`src/rtl/core_pkg.sv`:
```
// ============================================================================
// Module      : core_pkg
// Description : Shared widths, NOP encoding, front-end FSM states and opcodes
//               for the 8-bit pipelined core.
// Revision    : 1.0 - initial release
// ============================================================================
`default_nettype none

package core_pkg;

    localparam int         DATA_W      = 8;
    localparam logic [7:0] NOP_INSTR   = 8'h00;

    // Opcodes the hazard unit decodes as loads (load-use detection)
    localparam logic [3:0] OP_LOAD     = 4'd7;
    localparam logic [3:0] OP_LOAD_IDX = 4'd12;

    typedef enum logic [0:0] {
        BOOT = 1'b0,
        RUN  = 1'b1
    } state_t;

endpackage

`default_nettype wire

```
`src/rtl/fetch_stall_monitor.sv`:
```
// ============================================================================
// Module      : fetch_stall_monitor
// Description : Tracks consecutive stall cycles and flags hazard-protocol
//               violations. Optional FETCH_PERF_CNT_EN adds perf counters.
// Revision    : 1.0 - initial release
// ============================================================================
`default_nettype none

module fetch_stall_monitor #(
    parameter int MAX_STALL = 3
) (
    input  logic        clk,
    input  logic        rst,
    input  logic        run,
    input  logic        pc_en,
    input  logic        if_id_en,
    input  logic        flush,
    input  logic        bt,
    output logic        stall_err
`ifdef FETCH_PERF_CNT_EN
    ,
    output logic [15:0] perf_stall_cnt,
    output logic [15:0] perf_flush_cnt
`endif
);

    localparam int                 c_cnt_w = $clog2(MAX_STALL + 2);
    localparam logic [c_cnt_w-1:0] c_limit = c_cnt_w'(MAX_STALL);
    localparam logic [c_cnt_w-1:0] c_sat   = c_cnt_w'(MAX_STALL + 1);

    logic [c_cnt_w-1:0] r_stall_cnt;
    logic               r_stall_err;
    logic               w_stall;
    logic               w_overrun;
    logic               w_mismatch;

    assign w_stall    = run & ~pc_en & ~if_id_en & ~bt;
    assign w_overrun  = w_stall & (r_stall_cnt == c_limit);
    // PC and IF/ID must move together unless a redirect is killing IF/ID
    assign w_mismatch = run & ~bt & ~flush & (pc_en ^ if_id_en);

    always_ff @(posedge clk) begin
        if (rst) begin
            r_stall_cnt <= '0;
            r_stall_err <= 1'b0;
        end else begin
            if (!w_stall)
                r_stall_cnt <= '0;
            else if (r_stall_cnt != c_sat)
                r_stall_cnt <= r_stall_cnt + c_cnt_w'(1);
            r_stall_err <= r_stall_err | w_overrun | w_mismatch;
        end
    end

    assign stall_err = r_stall_err;

`ifdef FETCH_PERF_CNT_EN
    logic [15:0] r_perf_stall;
    logic [15:0] r_perf_flush;

    always_ff @(posedge clk) begin
        if (rst) begin
            r_perf_stall <= '0;
            r_perf_flush <= '0;
        end else begin
            if (w_stall && (r_perf_stall != 16'hFFFF))
                r_perf_stall <= r_perf_stall + 16'd1;
            if (run && (flush || bt) && (r_perf_flush != 16'hFFFF))
                r_perf_flush <= r_perf_flush + 16'd1;
        end
    end

    assign perf_stall_cnt = r_perf_stall;
    assign perf_flush_cnt = r_perf_flush;
`endif

endmodule

`default_nettype wire

```
`src/rtl/fetch_pipe_ctrl.sv`:
```
// ============================================================================
// Module      : fetch_pipe_ctrl
// Description : Front-end executor: PC, imem address, IF/ID register and ID/EX
//               bubble. Optional FETCH_PERF_CNT_EN exposes perf counters.
// Revision    : 1.0 - initial release
// ============================================================================
`default_nettype none

module fetch_pipe_ctrl #(
    parameter int                DATA_W         = core_pkg::DATA_W,
    parameter logic [DATA_W-1:0] NOP_INSTR      = core_pkg::NOP_INSTR,
    parameter logic [DATA_W-1:0] RESET_VEC_ADDR = '0,
    parameter int                MAX_STALL      = 3
) (
    input  logic              clk,
    input  logic              rst,
    input  logic              pc_en,
    input  logic              if_id_en,
    input  logic              flush,
    input  logic              control_zero,
    input  logic              bt,
    input  logic [DATA_W-1:0] branch_target,
    input  logic [DATA_W-1:0] imem_data,
    output logic [DATA_W-1:0] imem_addr,
    output logic [DATA_W-1:0] if_id_instr,
    output logic [DATA_W-1:0] if_id_pc_plus1,
    output logic              if_id_valid,
    output logic              id_ex_bubble,
    output logic              stall_err
`ifdef FETCH_PERF_CNT_EN
    ,
    output logic [15:0]       perf_stall_cnt,
    output logic [15:0]       perf_flush_cnt
`endif
);

    import core_pkg::*;

    state_t            r_state;
    state_t            w_state_nxt;
    logic [DATA_W-1:0] r_pc;
    logic [DATA_W-1:0] r_instr;
    logic [DATA_W-1:0] r_pc_plus1;
    logic              r_valid;
    logic              r_bubble;

    logic [DATA_W-1:0] w_pc_nxt;
    logic [DATA_W-1:0] w_instr_nxt;
    logic [DATA_W-1:0] w_pc_plus1_nxt;
    logic              w_valid_nxt;
    logic              w_bubble_nxt;
    logic [DATA_W-1:0] w_pc_inc;
    logic              w_run;

    always_ff @(posedge clk) begin
        if (rst)
            r_state <= BOOT;
        else
            r_state <= w_state_nxt;
    end

    assign w_run    = (r_state == RUN);
    assign w_pc_inc = r_pc + DATA_W'(1);

    always_comb begin
        w_state_nxt    = r_state;
        w_pc_nxt       = r_pc;
        w_instr_nxt    = r_instr;
        w_pc_plus1_nxt = r_pc_plus1;
        w_valid_nxt    = r_valid;
        w_bubble_nxt   = r_bubble;
        imem_addr      = r_pc;
        case (r_state)
            BOOT: begin
                // Boot fetch reads the initial PC from the reset vector slot
                imem_addr    = RESET_VEC_ADDR;
                w_pc_nxt     = imem_data;
                w_instr_nxt  = NOP_INSTR;
                w_valid_nxt  = 1'b0;
                w_bubble_nxt = 1'b1;
                w_state_nxt  = RUN;
            end
            RUN: begin
                if (bt)
                    w_pc_nxt = branch_target;
                else if (pc_en)
                    w_pc_nxt = w_pc_inc;

                if (bt || flush) begin
                    w_instr_nxt = NOP_INSTR;
                    w_valid_nxt = 1'b0;
                end else if (if_id_en) begin
                    w_instr_nxt    = imem_data;
                    w_pc_plus1_nxt = w_pc_inc;
                    w_valid_nxt    = 1'b1;
                end

                // Registered so it lines up with the slot ID/EX consumes next
                w_bubble_nxt = control_zero | bt | ~r_valid;
            end
            default: w_state_nxt = BOOT;
        endcase
    end

    always_ff @(posedge clk) begin
        if (rst) begin
            r_pc       <= '0;
            r_instr    <= NOP_INSTR;
            r_pc_plus1 <= '0;
            r_valid    <= 1'b0;
            r_bubble   <= 1'b1;
        end else begin
            r_pc       <= w_pc_nxt;
            r_instr    <= w_instr_nxt;
            r_pc_plus1 <= w_pc_plus1_nxt;
            r_valid    <= w_valid_nxt;
            r_bubble   <= w_bubble_nxt;
        end
    end

    assign if_id_instr    = r_instr;
    assign if_id_pc_plus1 = r_pc_plus1;
    assign if_id_valid    = r_valid;
    assign id_ex_bubble   = r_bubble;

    fetch_stall_monitor #(
        .MAX_STALL (MAX_STALL)
    ) u_stall_monitor (
        .clk            (clk),
        .rst            (rst),
        .run            (w_run),
        .pc_en          (pc_en),
        .if_id_en       (if_id_en),
        .flush          (flush),
        .bt             (bt),
        .stall_err      (stall_err)
`ifdef FETCH_PERF_CNT_EN
        ,
        .perf_stall_cnt (perf_stall_cnt),
        .perf_flush_cnt (perf_flush_cnt)
`endif
    );

endmodule

`default_nettype wire
```
`config.mk`:
```
export PLATFORM = sky130hd
export DESIGN_NAME = fetch_pipe_ctrl
export DESIGN_NICKNAME = d
export VERILOG_FILES = /design/src/rtl/core_pkg.sv /design/src/rtl/fetch_stall_monitor.sv /design/src/rtl/fetch_pipe_ctrl.sv
export SDC_FILE = /design/constraint.sdc
export NUM_CORES = 1
export LEC_CHECK = 0
export ABC_AREA = 1
export BUFFER_PORTS_ARGS = -buffer_cell sky130_fd_sc_hd__clkbuf_2
export CAP_MARGIN = 15
export CELL_PAD_IN_SITES_DETAIL_PLACEMENT = 1
export CELL_PAD_IN_SITES_GLOBAL_PLACEMENT = 2
export CORE_ASPECT_RATIO = 0.9
export CORE_MARGIN = 8
export CORE_UTILIZATION = 27
export CTS_BUF_LIST = sky130_fd_sc_hd__clkbuf_16
export DETAILED_ROUTE_END_ITERATION = 16
export GPL_ROUTABILITY_DRIVEN = 1
export PLACE_DENSITY = 0.84
export SLEW_MARGIN = 0
export SYNTH_ARGS = -nofsm -noshare
export SYNTH_HDL_FRONTEND = slang
export SYNTH_SLANG_ARGS = --single-unit
export TNS_END_PERCENT = 5
```
`constraint.sdc`:
```
create_clock -name clk -period 1.7 [get_ports clk]
set_input_delay 0.34 -clock clk [delete_from_list [all_inputs] [get_ports clk]]
set_output_delay 0.34 -clock clk [all_outputs]
set_load 0.01 [all_outputs]
```
Yosys cells after proc, flatten, opt, wreduce, memory -nomap -nowiden
Cells that the tools add are included.
{"block": "classes", "n_bitwise": 20, "n_reduce_logical": 3, "shift": 0, "addsub": 2, "n_lt_le_gt_ge": 0, "div_mod_pow": 0, "eq_ne": 4, "mux": 12, "n_mul": 0}
{"cell": "$mux W8", "count": 5}
{"cell": "$pmux W8 S2", "count": 2}
{"cell": "$add A8 B1 Y8 const B", "count": 1}
{"cell": "$not A1 Y1", "count": 8}
{"cell": "$and A1 B1 Y1", "count": 7}
{"cell": "$ne A3 B3 Y1 const B", "count": 2}
{"cell": "$or A1 B1 Y1", "count": 4}
{"cell": "$pmux W1 S2", "count": 2}
{"cell": "$add A3 B1 Y3 const B", "count": 1}
{"cell": "$eq A3 B2 Y1 const B", "count": 1}
{"cell": "$mux W1", "count": 3}
{"cell": "$ne A3 B2 Y1 const B", "count": 1}
{"cell": "$reduce_and A3 Y1", "count": 1}
{"cell": "$reduce_or A2 Y1", "count": 1}
{"cell": "$logic_or A1 B1 Y1", "count": 1}
{"cell": "$xor A1 B1 Y1", "count": 1}
{"block": "word_totals", "word_cells": 49, "output_inout_bits": 27, "memories": 0, "ram_bits": 0, "latch_bits": 0, "reg_bits": 31, "rom_bits": 0}

Depth between registers and ports, before layout
Gate-level depths: netlist of the first run.
{"block": "depth", "ltp_word": 7, "mapped_depth": 8, "mapped_depth_nobuf": 8}

By module
Synthesis of the first run repeated with hierarchy kept, for this count alone.
{"block": "unflattened", "hier_cells": 217, "hier_area_um2": 1627.8}
{"module": "fetch_pipe_ctrl", "seq_area_each_um2": 540.5, "n_inst": 1, "cells_each": 186, "area_per_inst_um2": 1395.1}
{"module": "fetch_stall_monitor", "seq_area_each_um2": 80.1, "n_inst": 1, "cells_each": 31, "area_per_inst_um2": 232.7}

Least setup slack after synthesis of the first run
OpenSTA, ideal clock, no wires.
{"block": "synth_path", "path_kind": "flip-flop to flip-flop", "start": "register r_pc[0]", "end": "register r_pc[6]", "arrival_ns": 1.085, "path_slack_ns": 0.495, "period_less_slack_ns": 1.205, "path_stages_with_launch": 9, "setup_time_ns": 0.119, "n_path_buf": 0, "cell_sequence": "dfxtp_1 ha_1 nand2_1 nor2_1 nand2_1 nand2_1 nand3_1 nand2_1 a21oi_1"}
{"block": "synth_between", "elab_chain_len": 4}
{"item": "start, declared", "line_no": "fetch_pipe_ctrl.sv:41", "rtl": "logic [DATA_W-1:0] r_pc;"}
{"item": "start signal, assigned", "line_no": "fetch_pipe_ctrl.sv:113", "rtl": "r_pc <= w_pc_nxt;"}
{"item": "$add A8 B1 Y8", "line_no": "fetch_pipe_ctrl.sv:63", "rtl": "assign w_pc_inc = r_pc + DATA_W'(1);"}
{"item": "$mux W8", "line_no": "fetch_pipe_ctrl.sv:86", "rtl": "else if (pc_en)"}
{"item": "$mux W8", "line_no": "fetch_pipe_ctrl.sv:84", "rtl": "if (bt)"}
{"item": "$pmux W8 S2", "line_no": "fetch_pipe_ctrl.sv:73", "rtl": "case (r_state)"}
Every way passes these cells. The select of a mux whose other input is x is not followed.
A chain may end at the register's enable or synchronous reset.

Worst setup path after layout of the first run
{"block": "layout_path", "start": "register r_state", "end": "output port imem_addr[4]"}
{"block": "layout_between", "elab_chain_len": 1}
{"item": "start, declared", "line_no": "fetch_pipe_ctrl.sv:39", "rtl": "state_t r_state;"}
{"item": "start signal, assigned", "line_no": "fetch_pipe_ctrl.sv:59", "rtl": "r_state <= w_state_nxt;"}
{"item": "$mux W8", "line_no": "fetch_pipe_ctrl.sv:73"}
{"item": "end, declared", "line_no": "fetch_pipe_ctrl.sv:24", "rtl": "output logic [DATA_W-1:0] imem_addr,"}
Every way passes these cells.

==> results.sh, run 1 <==
export IMPL_crit_buf_inv=3
export IMPL_die_area_um2=8670
export IMPL_critPathTopFamily="buffers and inverters"
export IMPL_hp_start="control_zero"
export IMPL_swShare_pct=26.4
export IMPL_setup_tns_final_ns=0
export IMPL_yosysTopAreaCellShare_pct=38.7
export IMPL_first_pass_iters=4
export IMPL_vias_per_cell=4.62
export IMPL_cts_setup_buffers=0
export IMPL_finClkSkew_ns=0.00182
export IMPL_pin_count=50
export IMPL_slew_viol_final=0
export IMPL_ant_nets=0
export IMPL_cp_arrival_ns=1.11
export IMPL_grt_total_usage_pct=11.9
export IMPL_wire_per_inst_um=14.7
export IMPL_ir_drop_v=0.000395
export IMPL_p_sw_mw=0.494
export IMPL_timing_fmax_mhz=689
export IMPL_clock_path_buffers=2
export IMPL_antennaDiodeCount=0
export IMPL_cp_end_kind="primary output"
export IMPL_cts_tree="yes"
export IMPL_pwr_share_comb_pct=12.4
export IMPL_synth_nets=244
export IMPL_fin_crit_sh_pct=85.4
export IMPL_cts_sinks=31
export IMPL_outcome="finished clean"
export IMPL_postLayoutCoreUtil_pct=36.1
export IMPL_synth_seq_area_share_pct=38.7
export IMPL_wl_mm=5.03
export IMPL_synth_area_um2=1610
export IMPL_overflow=0
export IMPL_yosysTopAreaCell="dfxtp_1"
export IMPL_cp_slowest_cell="dfxtp_1"
export IMPL_clkTransAtPathRegs_ns=0.05
export IMPL_p_seq_share_pct=42.1
export IMPL_max_stage_delay_ns=0.38
export IMPL_reg2reg_depth=8
export IMPL_power_leakage_nw=0.969
export IMPL_fp_row_count=26
export IMPL_ys_types=27
export IMPL_nets=297
export IMPL_clkPwrFrac_pct=45.5
export IMPL_tightest_slew_ns=0.523
export IMPL_avgSynthCellArea_um2=7.40
export IMPL_post_cts_resized=0
export IMPL_start_util_pct=28.0
export IMPL_fin_ws_ns=0.248
export IMPL_crit_type="flop to primary output"
export IMPL_yosys_top_cells_area="dfxtp_1 39%, nand2_1 8.4%, inv_1 6.3%, a21oi_1 6.2%, o21ai_0 5.0%"
export IMPL_start_kind="flop"
export IMPL_layout_commonest_cell="clkbuf_2"
export IMPL_cp_max_fo=10
export IMPL_io_buffers=49
export IMPL_min_delay_path_class="primary input to flop"
export IMPL_r2r_slack_ns=0.38
export IMPL_timing_rr_start="r_pc[1]"
export IMPL_hold_buffers=0
export IMPL_area_delta_synth_final_pct=28.8
export IMPL_grt_pass1_vias=1653
export IMPL_drc=0
export IMPL_synthCells=217
export IMPL_antenna_found_initial=0
export IMPL_hold_viol_final=0
export IMPL_hpwl_mm=3.87
export IMPL_vias=1576
export IMPL_gp_congestion=0.754
export IMPL_fin_hold_ws_ns=0.259
export IMPL_drt_first_iter_violations=46
export IMPL_holdPathEnd="id_ex_bubble"
export IMPL_dp_slack_ns=0.347
export IMPL_ys_ff_latch=31
export IMPL_powerDensity_nw_per_um2=903
export IMPL_drive_above_1_share_pct=33.6
export IMPL_grt_max_degree=25
export IMPL_finalSetupViolations=0
export IMPL_worstReg2RegEnd="r_pc[6]"
export IMPL_rsz0062_at_grt="no"
export IMPL_core_area_um2=5730
export IMPL_critPathLaunch="r_state"
export IMPL_post_route_min_period_ns=1.45
export IMPL_maxCapViolCount=0
export IMPL_insertion_delay_ns=0.27
export IMPL_yosys_warnings=0
export IMPL_hold_depth=3
export IMPL_die_x_um=97.3
export IMPL_layout_common_cells="49 x clkbuf_2, 36 x nand2_1, 31 x dfxtp_1"
export IMPL_crit_chain="buf_4 -> nand2_1 -> inv_1 -> clkbuf_2"
export IMPL_intPower_mw=1.37
export IMPL_dieHeight_um=89.2
export IMPL_h_tree_depth=2
export IMPL_root_buffer="clkbuf_16"
export IMPL_slew_headroom_pct=65.1
export IMPL_cts_buffers=5
export IMPL_required_ns=1.36
export IMPL_grt_pass1_wl_mm=8.22
[state kept, by name, indices dropped and copies added (netlist names)]
name / flops
if_id_instr: 8
if_id_pc_plus1: 8
r_pc: 8
u_stall_monitor.r_stall_cnt: 3
id_ex_bubble: 1
if_id_valid: 1
r_state: 1
u_stall_monitor.stall_err: 1
[synthesized netlist by cell type]
master    count
buf_6         2
o21ai_0      16
o211ai_2      2
a31oi_1       2
xor2_1        1
o21ai_1       2
nor2_4        2
clkbuf_1      1
nor2_2        3
dfxtp_1      31
nand3b_1      1
ha_1          4
o211ai_1      2
nand2_2       9
nand2_1      36
nor2_1       20
nand3_1      14
nand3_2       2
xnor2_1       1
o21ai_2       1
buf_2         5
nand4_1       1
inv_2         2
buf_8         1
inv_1        27
a21oi_2       9
a21oi_1      20
[cells by family after synthesis]
family / after synthesis / share of synthesized area (%)
DFF: 31 / 38.7
adders and majority gates: 4 / 3.12
xor gates and xnor gates: 2 / 1.09
and+or+nand+nor: 88 / 25.6
buffers and inverters: 38 / 10.9
AOI/OAI and AO/OA: 54 / 20.6
[through the flow]
step                      instance area, µm²  total power [mW]  instances
after floorplan                         1610             0.931        217
final                                   2070              1.87        341
after CTS                               2070              1.89        341
after detailed placement                1930              1.03        333
after global placement                  1930              1.03        333
after global routing                    2070              1.95        341
[routing by layer]
metal | vias up | part of all wire [%] | global-route usage [%]
li1 | 805 | - | -
met1 | 723 | 50 | 14.7
met2 | 42 | 42 | 19.1
met3 | 6 | 6.3 | 3.63
met4 | 0 | 1.6 | 4.95
met5 | - | 0 | 0
[final cells by class]
type                            count  area [µm²]
Clock inverter                      3        12.5
Timing Repair Buffer               55         303
Fill cell                         736        3660
Sequential cell                    31         621
Tap cell                           70        87.6
Multi-Input combinational cell    148         810
Clock buffer                        5         125
Inverter                           29         109
[worst register-to-register path: cells and delay by family, from the launching register on]
family	cells	cell delay [ns]
simple gates	6	0.53
flops	1	0.40
fa+ha+maj	1	0.22
compound gates	1	0.05
[power groups by stage]
stage	Sequential, mW	Combinational [mW]	Clock [mW]
2_1_floorplan	0.797	0.134	0
3_3_place_gp	0.801	0.230	0
3_5_place_dp	0.801	0.233	0
4_1_cts	0.786	0.236	0.872
5_1_grt	0.791	0.261	0.903
6_report	0.786	0.232	0.849
[worst max-delay path by stage]
stage | cells after the start | end
final | 4 | imem_addr[4]
after global routing | 4 | imem_addr[0]
after CTS | 4 | imem_addr[4]
after detailed placement | 8 | if_id_pc_plus1[5]
after global placement | 7 | r_pc[0]
after floorplan | 8 | r_pc[6]
No activity file was read; power rests on OpenSTA's default activity.
==> run 2, diff against run 1 <==
Settings changed: PLACE_DENSITY 0.84 to 0.83, SYNTH_HIERARCHICAL set to 1.
==> run 2 against run 1 <==
Against the previous run:
- fmax grew 0.29%
- combinational power is essentially flat
- design area grew 0.30%
- total power shrank 1.0%
- wire length shrank 4.9%
- cell count grew 0.59%
- via count shrank 0.44%
- synthesized cell count is the same
- die area grew 1.2%
- first-iteration DRC count shrank 20%
- sequential power is essentially flat
- worst hold slack lost 0.0011 ns
- critical endpoint unchanged
- largest cell class unchanged
- largest power group unchanged
==> results.sh, run 2 <==
export IMPL_outcome="finished clean"
export IMPL_start_util_pct=27.2
export IMPL_io_buffers=49
export IMPL_power_leakage_nw=0.964
export IMPL_timing_rr_start="r_pc[1]"
export IMPL_drive_above_1_share_pct=33.9
export IMPL_fin_crit_sh_pct=85.1
export IMPL_dieHeight_um=89.7
export IMPL_cp_arrival_ns=1.11
export IMPL_synth_nets=244
export IMPL_p_total_mw=1.85
export IMPL_grt_pass1_vias=1553
export IMPL_worstReg2RegEnd="if_id_pc_plus1[6]"
export IMPL_timing_fmax_mhz=691
export IMPL_yosysTopAreaCell="dfxtp_1"
export IMPL_fp_row_count=27
export IMPL_maxCapViolCount=0
export IMPL_die_area_um2=8770
export IMPL_clock_path_buffers=2
export IMPL_cts_sinks=31
export IMPL_grt_util_met2_pct=16.8
export IMPL_ys_async_sr_fraction_pct=0
export IMPL_vias_per_cell=4.57
export IMPL_crit_type="flop to primary output"
export IMPL_ys_flop_type="dfxtp_1"
export IMPL_cp_end_kind="primary output"
export IMPL_yosys_top_cells_area="dfxtp_1 38%, nand2_1 6.9%, a21oi_1 6.1%, a21oi_2 5.9%, nand3_1 5.8%"
export IMPL_grt_use_met1_pct=14.6
export IMPL_required_ns=1.36
export IMPL_max_stage_delay_ns=0.38
export IMPL_holdPathEnd="id_ex_bubble"
export IMPL_reg2reg_depth=6
export IMPL_pin_count=50
export IMPL_ir_drop_v=0.000314
export IMPL_cp_max_fo=11
export IMPL_layout_common_cells="49 x clkbuf_2, 31 x dfxtp_1, 30 x nand2_1"
export IMPL_slew_headroom_pct=69.0
export IMPL_busiest_layer="met2"
export IMPL_yosys_warnings=6
export IMPL_start_kind="flop"
export IMPL_wl_mm=4.78
export IMPL_rsz0062_at_grt="no"
export IMPL_cts_setup_buffers=0
export IMPL_clkTransAtPathRegs_ns=0.05
export IMPL_nets=298
export IMPL_synth_seq_area_share_pct=38.1
export IMPL_met3_usage_pct=4.24
export IMPL_post_route_min_period_ns=1.45
export IMPL_setup_tns_final_ns=0
export IMPL_wire_per_inst_um=13.9
export IMPL_vias=1569
export IMPL_drc=0
export IMPL_finalSetupViolations=0
export IMPL_postLayoutCoreUtil_pct=34.7
export IMPL_h_tree_depth=2
export IMPL_die_x_um=97.8
export IMPL_r2r_slack_ns=0.31
export IMPL_cp_slowest_cell="dfxtp_1"
export IMPL_min_delay_path_class="primary input to flop"
export IMPL_synth_area_um2=1630
export IMPL_hp_start="control_zero"
export IMPL_powerDensity_nw_per_um2=891
export IMPL_insertion_delay_ns=0.27
export IMPL_layout_commonest_cell="clkbuf_2"
export IMPL_first_pass_iters=4
export IMPL_yosysMostFrequentCell="dfxtp_1"
export IMPL_cts_tree="yes"
export IMPL_yosysTopAreaCellShare_pct=38.1
export IMPL_synthCells=217
export IMPL_cts_buffers=5
export IMPL_post_cts_resized=0
export IMPL_synth_edff_count=0
export IMPL_hold_viol_final=0
export IMPL_grt_total_usage_pct=11.4
export IMPL_gp_congestion=0.784
export IMPL_root_buffer="clkbuf_16"
export IMPL_critPathLaunch="r_state"
export IMPL_area_delta_synth_final_pct=27.4
export IMPL_hpwl_mm=3.73
export IMPL_crit_chain="buf_4 -> nand2_1 -> inv_1 -> clkbuf_2"
export IMPL_overflow=0
export IMPL_hold_depth=3
export IMPL_tightest_slew_ns=0.465
export IMPL_hold_buffers=0
export IMPL_core_area_um2=5980
export IMPL_avgSynthCellArea_um2=7.50
export IMPL_grt_pass1_wl_mm=7.77
export IMPL_drt_first_iter_violations=37
export IMPL_slew_viol_final=0
export IMPL_ant_nets=0
export IMPL_synthTopCellsByCount="31 x dfxtp_1, 30 x nand2_1, 24 x inv_1, 24 x nor2_1, 20 x a21oi_1"
export IMPL_finClkSkew_ns=0.00660
export IMPL_antennaDiodeCount=0
export IMPL_antenna_found_initial=0
export IMPL_grt_max_degree=22
export IMPL_ys_ff_latch=31
export IMPL_ys_types=26
run 2: changes by cell type after synthesis, sizes merged:
cell,change
a21oi,+2
a31oi,-2
buf,-2
inv,-1
nand2,-6
nand3,+3
nor2,+4
xor2,+2
run 2: area by class of cell:
| type | instances | area [µm²] |
|---|---|---|
| repair buffers | 54 | 283 |
| well taps | 72 | 90.1 |
| multi-input cells | 151 | 841 |
| flip-flops and latches | 31 | 621 |
| inverters | 28 | 105 |
| fillers | 770 | 3910 |
| clock buffers | 5 | 125 |
| clock inverters | 2 | 8.76 |
run 2: how the worst max path moves through the flow:
| stage | depth (start not counted) | endpoint |
|---|---|---|
| floorplan | 6 | if_id_pc_plus1[6] |
| global placement | 7 | if_id_instr[6] |
| detailed placement | 7 | if_id_instr[0] |
| CTS | 4 | imem_addr[2] |
| global route | 6 | r_pc[6] |
| finish | 4 | imem_addr[4] |
run 2: layer usage:
metal | wire [µm] | vias up
met5 | 0 | -
met4 | 87 | 0
met3 | 264 | 6
met2 | 2090 | 37
met1 | 2340 | 710
li1 | - | 816
run 2: cell families after synthesis:
logic type	after synthesis	share of synthesized area (%)
xor+xnor	4	2.15
fa+ha+maj	4	3.07
compound gates	54	20.4
flops	31	38.1
buf+inv	35	10.2
simple gates	89	26.0
run 2: where the power goes:
part	internal [mW]	leakage [nW]	switching, mW
clock	0.525	0.0671	0.303
sequential	0.756	0.253	0.0300
combinational	0.0901	0.644	0.144
total	1.37	0.964	0.477
run 2: critical path, delay by kind of cell, from the launching register on:
kind                   cells  cell delay [ns]
buffers and inverters      3             0.37
flip-flops                 1             0.38
AND/OR/NAND/NOR            1             0.07
run 2: stage by stage:
| stage | cells | hold slack (ns) | cell area [µm²] | setup WS, ns |
|---|---|---|---|---|
| after global routing | 343 | 0.263 | 2070 | 0.119 |
| after CTS | 343 | 0.254 | 2070 | 0.224 |
| final | 343 | 0.258 | 2070 | 0.253 |
| after global placement | 336 | 0.418 | 1940 | 0.279 |
| after detailed placement | 336 | 0.423 | 1940 | 0.248 |
| after floorplan | 217 | 0.412 | 1630 | 0.471 |
